### config.mk
export PLATFORM = sky130hd
export DESIGN_NAME = buffer_to_mpf_sm
export DESIGN_NICKNAME = d
export VERILOG_FILES = /design/src/rtl/buffer_to_mpf_sm.sv
export SDC_FILE = /design/constraint.sdc
export NUM_CORES = 2
export LEC_CHECK = 0
export CAP_MARGIN = 20
export CORE_AREA = 4 4 470 472
export DETAILED_ROUTE_END_ITERATION = 12
export DIE_AREA = 0 0 474 476
export GPL_ROUTABILITY_DRIVEN = 1
export GPL_TIMING_DRIVEN = 0
export SETUP_SLACK_MARGIN = 0.05
export SLEW_MARGIN = 20
export SYNTH_ARGS = -nofsm -noshare
export SYNTH_HDL_FRONTEND = slang
export SYNTH_SLANG_ARGS = --single-unit
### constraint.sdc
create_clock -name clk -period 10.3 [get_ports clk]
set_input_delay 2.575 -clock clk [delete_from_list [all_inputs] [get_ports clk]]
set_output_delay 2.575 -clock clk [all_outputs]
set_load 0.01 [all_outputs]
### src/rtl/buffer_to_mpf_sm.sv
// rtl/buffer_to_mpf_sm.sv - streams buffered cache lines to the MPF write channel and counts write responses
module buffer_to_mpf_sm #(
    parameter int CL_ADDR_WIDTH = 42,
    parameter int DATA_WIDTH    = 512
) (
    input  logic                     clk,
    input  logic                     reset,
    input  logic                     run,
    input  logic [63:0]              data_length,
    input  logic [CL_ADDR_WIDTH-1:0] first_clAddr,
    output logic                     done,
    input  logic                     empty_n,
    input  logic [DATA_WIDTH-1:0]    buffer_data,
    output logic                     buffer_rd_enable,
    output logic                     c1Tx_valid,
    output logic [CL_ADDR_WIDTH-1:0] c1Tx_addr,
    output logic [DATA_WIDTH-1:0]    c1Tx_data,
    output logic [15:0]              c1Tx_mdata,
    input  logic                     c1TxAlmFull,
    input  logic                     c1Rx_wrRsp_valid
);

    typedef enum logic [1:0] {
        IDLE     = 2'd0,
        SEND     = 2'd1,
        WAIT_RSP = 2'd2,
        DONE     = 2'd3
    } state_t;

    state_t                   state;
    logic [63:0]              len;
    logic [63:0]              sent;
    logic [63:0]              rsp;
    logic [CL_ADDR_WIDTH-1:0] base;

    logic                     rsp_inc;
    logic [63:0]              rsp_next;
    logic                     last_pop;

    // The pop is combinational so the buffer head is consumed in the same
    // cycle it is judged sendable; the request itself is registered below.
    assign buffer_rd_enable = (state == SEND) && empty_n && !c1TxAlmFull && (sent < len);

    // Responses count only while a transfer is in flight and never past len.
    assign rsp_inc  = ((state == SEND) || (state == WAIT_RSP)) && c1Rx_wrRsp_valid && (rsp < len);
    assign rsp_next = rsp + {63'd0, rsp_inc};
    assign last_pop = buffer_rd_enable && ((sent + 64'd1) == len);

    always_ff @(posedge clk or negedge reset) begin
        if (!reset) begin
            state      <= IDLE;
            done       <= 1'b0;
            len        <= 64'd0;
            sent       <= 64'd0;
            rsp        <= 64'd0;
            base       <= '0;
            c1Tx_valid <= 1'b0;
            c1Tx_addr  <= '0;
            c1Tx_data  <= '0;
            c1Tx_mdata <= 16'd0;
        end else begin
            c1Tx_valid <= buffer_rd_enable;
            if (buffer_rd_enable) begin
                c1Tx_data  <= buffer_data;
                c1Tx_addr  <= base + sent[CL_ADDR_WIDTH-1:0];
                c1Tx_mdata <= sent[15:0];
                sent       <= sent + 64'd1;
            end

            if (rsp_inc) begin
                rsp <= rsp_next;
            end

            case (state)
                IDLE: begin
                    if (run) begin
                        len  <= data_length;
                        base <= first_clAddr;
                        sent <= 64'd0;
                        rsp  <= 64'd0;
                        if (data_length == 64'd0) begin
                            state <= DONE;
                            done  <= 1'b1;
                        end else begin
                            state <= SEND;
                        end
                    end
                end
                SEND: begin
                    if (last_pop) begin
                        state <= WAIT_RSP;
                    end
                end
                WAIT_RSP: begin
                    // rsp_next already includes a response landing this cycle.
                    if (rsp_next == len) begin
                        state <= DONE;
                        done  <= 1'b1;
                    end
                end
                DONE: begin
                    if (!run) begin
                        state <= IDLE;
                        done  <= 1'b0;
                    end
                end
                default: begin
                    state <= IDLE;
                    done  <= 1'b0;
                end
            endcase
        end
    end

endmodule

After elaboration in Yosys (flattened, before gate mapping)
Index checks and enable logic that the tools add are counted.

Add/subtract/negate cells: 3. Order comparisons: 2. Eq/ne operators: 10. Muxes and demuxes: 17. Reduce and logical (&&, ||, !) cells: 14.

Operators with widths (count): $mux 64 (6); $eq 64x64->1 (2); $lt 64x64->1 (2); $add 64x1->64 (1); $add 64x1->64 const B (1); $logic_not 64->1 (1); $add 42x42->42 (1); $mux 2 (5); $ne 2x2->1 const B (4); $pmux 2 s4 (1); $logic_and 1x1->1 (6); $reduce_and 5->1 (1); $eq 2x2->1 const B (2); $mux 1 (4); $reduce_and 4->1 (1); $pmux 1 s3 (1); $reduce_bool 3->1 (1); $eq 2x1->1 const B (1); $logic_not 2->1 (1); $ne 2x1->1 const B (1); $reduce_and 2->1 (1); $logic_not 1->1 (1); $logic_or 1x1->1 (1).

Bits in registers: 808. Input port bits: 624. Output and inout bits: 573. Word-level logic and storage cells: 56.

Depth between registers and ports, before layout
Depth after elaboration: 8. Depth in mapped cells: 26. Gate-level depth less buffers: 23.

Least setup slack after synthesis
No wires, ideal clock.

Path kind: in2out. From: in c1TxAlmFull. To: out buffer_rd_enable. Arrival: 4.382 ns. Data required time: 7.725 ns. Slack: 3.343 ns. Stages: 9. Buffers on the path: 4. Cells stage by stage: nor2_1 nand4_1 a211o_1 a2111o_1 clkbuf_1 clkinv_1 clkbuf_1 clkbuf_1 clkbuf_1.

Word-level cells in the longest chain between the ends: 3.

RTL lines: start, declared (line 19) `input logic c1TxAlmFull,`; $logic_not 1->1 (line 42) `assign buffer_rd_enable = (state == SEND) && empty_n && !c1TxAlmFull && (sent < len);`; $logic_and 1x1->1 (2 in series) (line 42); end, declared (line 14) `output logic buffer_rd_enable,`.

Every way passes these cells.

Worst setup path in the final report
From: reg len[23]. To: out buffer_rd_enable.

Word-level cells in the longest chain between the ends: 2.

RTL lines: start, declared (line 31) `logic [63:0] len;`; start signal, assigned (line 77) `len <= data_length;`; $lt 64x64->1 (line 42); $logic_and 1x1->1 (line 42).

Every way passes these cells.

==> out/results.md <==
* total congestion overflow: 0
* most area-consuming cells after synthesis: sky130_fd_sc_hd__dfrtp_1 49%, sky130_fd_sc_hd__mux2_2 15%, sky130_fd_sc_hd__ha_1 5.3%
* final-stage net count: 5800
* CTS tree: built
* antenna violation net count after detailed routing: 0
* number of cells on the worst reg-to-reg path: 26
* die width: 474 µm
* vias per cell: 4.642
* maximum number of pins on one net before global-route repair: 147
* Synth Warn #: 0
* met3 WL: 27020 µm
* most frequent cells after synthesis: 808 x sky130_fd_sc_hd__dfrtp_1, 560 x sky130_fd_sc_hd__mux2_2, 353 x sky130_fd_sc_hd__nand2_1
* Final Cycle Share: 96.90%
* CP Capture Type: output pin
* Final Total Pwr: 17.53 mW
* gate count after technology mapping: 3691
* insertion delay of the later-clocked pin in the worst-skew pair: 0.78 ns
* length of routed wiring on met1: 97120 µm
* Final Critical Period: 9.981 ns
* hold violation count in the final report: 0
* instance count along the most critical hold path: 2
* root buf cell: sky130_fd_sc_hd__clkbuf_16
* Max Transition Viols Final: 0
* top flip-flop cell by instance count after synthesis: sky130_fd_sc_hd__dfrtp_1
* cell type contributing the most total cell area after synthesis: sky130_fd_sc_hd__dfrtp_1
* part of the Yosys area used for sequential elements: 49.15%
* RSZ-0062 raised after global routing: false
* final core utilization: 28.04%
* Place WS: 0.2061 ns
* total iterations of the first detailed-routing run: 6
* critical path fanouts, max: 10
* total of buffers placed on input and output ports: 1196
* Syn Nets: 4491
* total CTS buffers: 102
* post-detailed-placement half-perimeter wirelength: 247700 µm
* instance area at placement: 56940 µm²
* remaining design rule violation count: 0
* reported leakage power: 24.66 nW
* fraction of registers with async set or reset after synthesis: 100.0%
* Setup violations, final: 0
* fraction of final layout cells with drive strength greater than 1: 15.73%
* number of enable flip-flop cells after synthesis: 0
* final design area excluding fillers: 60720 µm²
* core area: 216500 µm²
* global placer's final weighted congestion: 0.9742
* smallest hold slack: 0.4815 ns
* number of antenna violations at the first check in global routing: 159
* status: completed
* final-layout setup total negative slack: 0 ns
* final wirelength: 284600 µm
* vias in the first global route: 37560
* startpoint type of the worst setup path: register
* cell row count: 171
* depth of the CTS H-tree: 3
* GR Util All Layers: 24.39%
* required time reported for the critical path endpoint: 7.73 ns
* arrival time reported for the critical path endpoint: 7.41 ns
* clock-pin transition on the worst setup and hold timing paths: 0.06 ns
* Worst VDD drop: 168.3 µV
* PnR worst setup slack: 0.3192 ns
* Cell Pwr Density: 288.7 nW/µm²
* P&R area growth vs syn: 47.59%
* netlist area before placement: 41140 µm²
* slew at the pin closest to its max-slew limit: 1.167 ns
* post-synth top area share: 49.15%
* max-cap violation count: 0
* number of top-level pins: 1197
* Avg Cell Area, Syn: 11.15 µm²
* height of the die: 476 µm
* Longest Clk Path Bufs: 3
* clock skew after layout: 0.04696 ns
* Sink Count: 808
* area of the die: 225600 µm²
* final cell count without fillers: 8013
* routed length on met2: 137300 µm
* Post-Place Cells: 7750
* Initial Util: 19.00%
* drt initial violations: 2604
* headroom to the max-slew limit: 21.48%
* most frequent cell after synthesis: sky130_fd_sc_hd__dfrtp_1
* global-route wire length before repair: 365700 µm
* highest signal layer in the routed design: met5
* number of vias after detailed routing: 37190
* Post-CTS Hold Buffers: 0
* Max Clk Rate: 100.2 MHz
* Hold WC Path Type: reg -> reg
* final routed wire length divided by cell count: 35.52 µm
* Crit Path Category: reg -> out
* Yosys cell types: 76
* count of state elements after synthesis: 808
report_power, final:
part | switching, mW | internal [mW] | total (mW) | leakage [nW]
clock | 1.63 | 2.26 | 3.90 | 1.73
sequential | 1.03 | 4.49 | 5.52 | 10.0
combinational | 4.46 | 3.66 | 8.12 | 12.9
what timing repair did:
item / CTS / global route
endpoints found under the setup margin: 1 / 1
cloned: 0 / 0
gates resized for setup: 2 / 1
buffers inserted: 0 / 0
path summary, 6_finish.rpt:
check                      slack (ns)      from          endpoint
max                              0.32   len[23]  buffer_rd_enable
min                              0.48  base[37]          base[37]
max reg2reg                      2.00   len[57]              done
min reg2reg                      0.48  base[37]          base[37]
max in group asynchronous        6.39     reset    c1Tx_data[101]
min in group asynchronous        1.67     reset           rsp[47]
cell usage in the layout, fill, tap and decap left out, types with 11 or more instances in the layout:
cell type / Yosys / routed
sky130_fd_sc_hd__a21oi_1: 110 / 109
sky130_fd_sc_hd__and4_1: 15 / 15
sky130_fd_sc_hd__or2_2: 14 / 14
sky130_fd_sc_hd__nor2_1: 183 / 183
sky130_fd_sc_hd__inv_1: 98 / 98
sky130_fd_sc_hd__o21a_1: 13 / 13
sky130_fd_sc_hd__clkbuf_8: 0 / 15
sky130_fd_sc_hd__bufinv_16: 0 / 12
sky130_fd_sc_hd__mux2_2: 560 / 560
sky130_fd_sc_hd__clkdlybuf4s50_1: 0 / 1195
sky130_fd_sc_hd__nor3_1: 49 / 49
sky130_fd_sc_hd__clkbuf_16: 0 / 103
sky130_fd_sc_hd__or4_1: 59 / 59
sky130_fd_sc_hd__xor2_1: 107 / 107
sky130_fd_sc_hd__or3_1: 25 / 25
sky130_fd_sc_hd__nor4_1: 65 / 61
sky130_fd_sc_hd__diode_2: 0 / 72
sky130_fd_sc_hd__a21o_1: 57 / 57
sky130_fd_sc_hd__o31ai_1: 47 / 47
sky130_fd_sc_hd__and2_1: 18 / 18
sky130_fd_sc_hd__o211ai_1: 18 / 18
sky130_fd_sc_hd__nand2b_1: 32 / 32
sky130_fd_sc_hd__and3_1: 33 / 33
sky130_fd_sc_hd__o311ai_0: 11 / 11
sky130_fd_sc_hd__a31oi_1: 14 / 14
sky130_fd_sc_hd__nand4_1: 101 / 101
sky130_fd_sc_hd__o21ai_0: 119 / 118
sky130_fd_sc_hd__dfrtp_1: 808 / 808
sky130_fd_sc_hd__xnor2_1: 166 / 166
sky130_fd_sc_hd__nand3_1: 86 / 86
sky130_fd_sc_hd__mux2i_1: 31 / 31
sky130_fd_sc_hd__ha_1: 175 / 175
sky130_fd_sc_hd__nor2b_1: 15 / 15
sky130_fd_sc_hd__clkbuf_1: 150 / 168
sky130_fd_sc_hd__buf_2: 17 / 17
sky130_fd_sc_hd__clkinv_2: 0 / 19
sky130_fd_sc_hd__nand2_1: 353 / 353
per-layer routing:
layer  global-route usage [%]  up-vias
met5                        0        -
met4                    15.80      152
met3                    9.907      576
met2                    41.45     1639
met1                    24.81    18760
li1                         -    16070
worst max-delay path: stages, from the launching register on:
cell and delay [ns]:
sky130_fd_sc_hd__dfrtp_1 0.56, sky130_fd_sc_hd__inv_1 0.22, sky130_fd_sc_hd__ha_1 0.38, sky130_fd_sc_hd__a211o_1 0.26, sky130_fd_sc_hd__a31oi_1 0.19, sky130_fd_sc_hd__o21ai_0 0.20, sky130_fd_sc_hd__a2111oi_0 0.68, sky130_fd_sc_hd__a211oi_2 0.30
sky130_fd_sc_hd__a2111o_1 0.40, sky130_fd_sc_hd__clkbuf_1 0.41, sky130_fd_sc_hd__clkinv_2 0.44, sky130_fd_sc_hd__clkbuf_1 0.71, sky130_fd_sc_hd__clkbuf_1 0.65, sky130_fd_sc_hd__clkbuf_2 0.45, sky130_fd_sc_hd__buf_16 0.20, sky130_fd_sc_hd__clkdlybuf4s50_1 0.57
registers in the layout, indices dropped and copies added (netlist names):
signal      count
c1Tx_valid      1
done            1
rsp            64
sent           64
c1Tx_mdata     16
c1Tx_data     512
len            64
c1Tx_addr      42
base           42
state           2
logic make-up after synthesis:
group / after synthesis / synth area share, %
mux: 591 / 16.08
buf+inv: 279 / 2.643
flops: 808 / 49.15
simple gates: 1080 / 13.26
xor+xnor: 273 / 5.812
fa+ha+maj: 176 / 5.371
compound gates: 484 / 7.685
final cells by class:
| type | instances | area [µm²] |
|---|---|---|
| antenna | 72 | 180.2 |
| buffer | 180 | 718.2 |
| clock buffer | 138 | 2859 |
| clock inverter | 53 | 715.7 |
| fill | 22780 | 155800 |
| inverter | 99 | 372.9 |
| multi-input combinational | 2604 | 19880 |
| sequential | 808 | 20220 |
| tap | 2854 | 3571 |
| timing repair buffer | 1205 | 12200 |
Power figures use the tool's default switching activity.
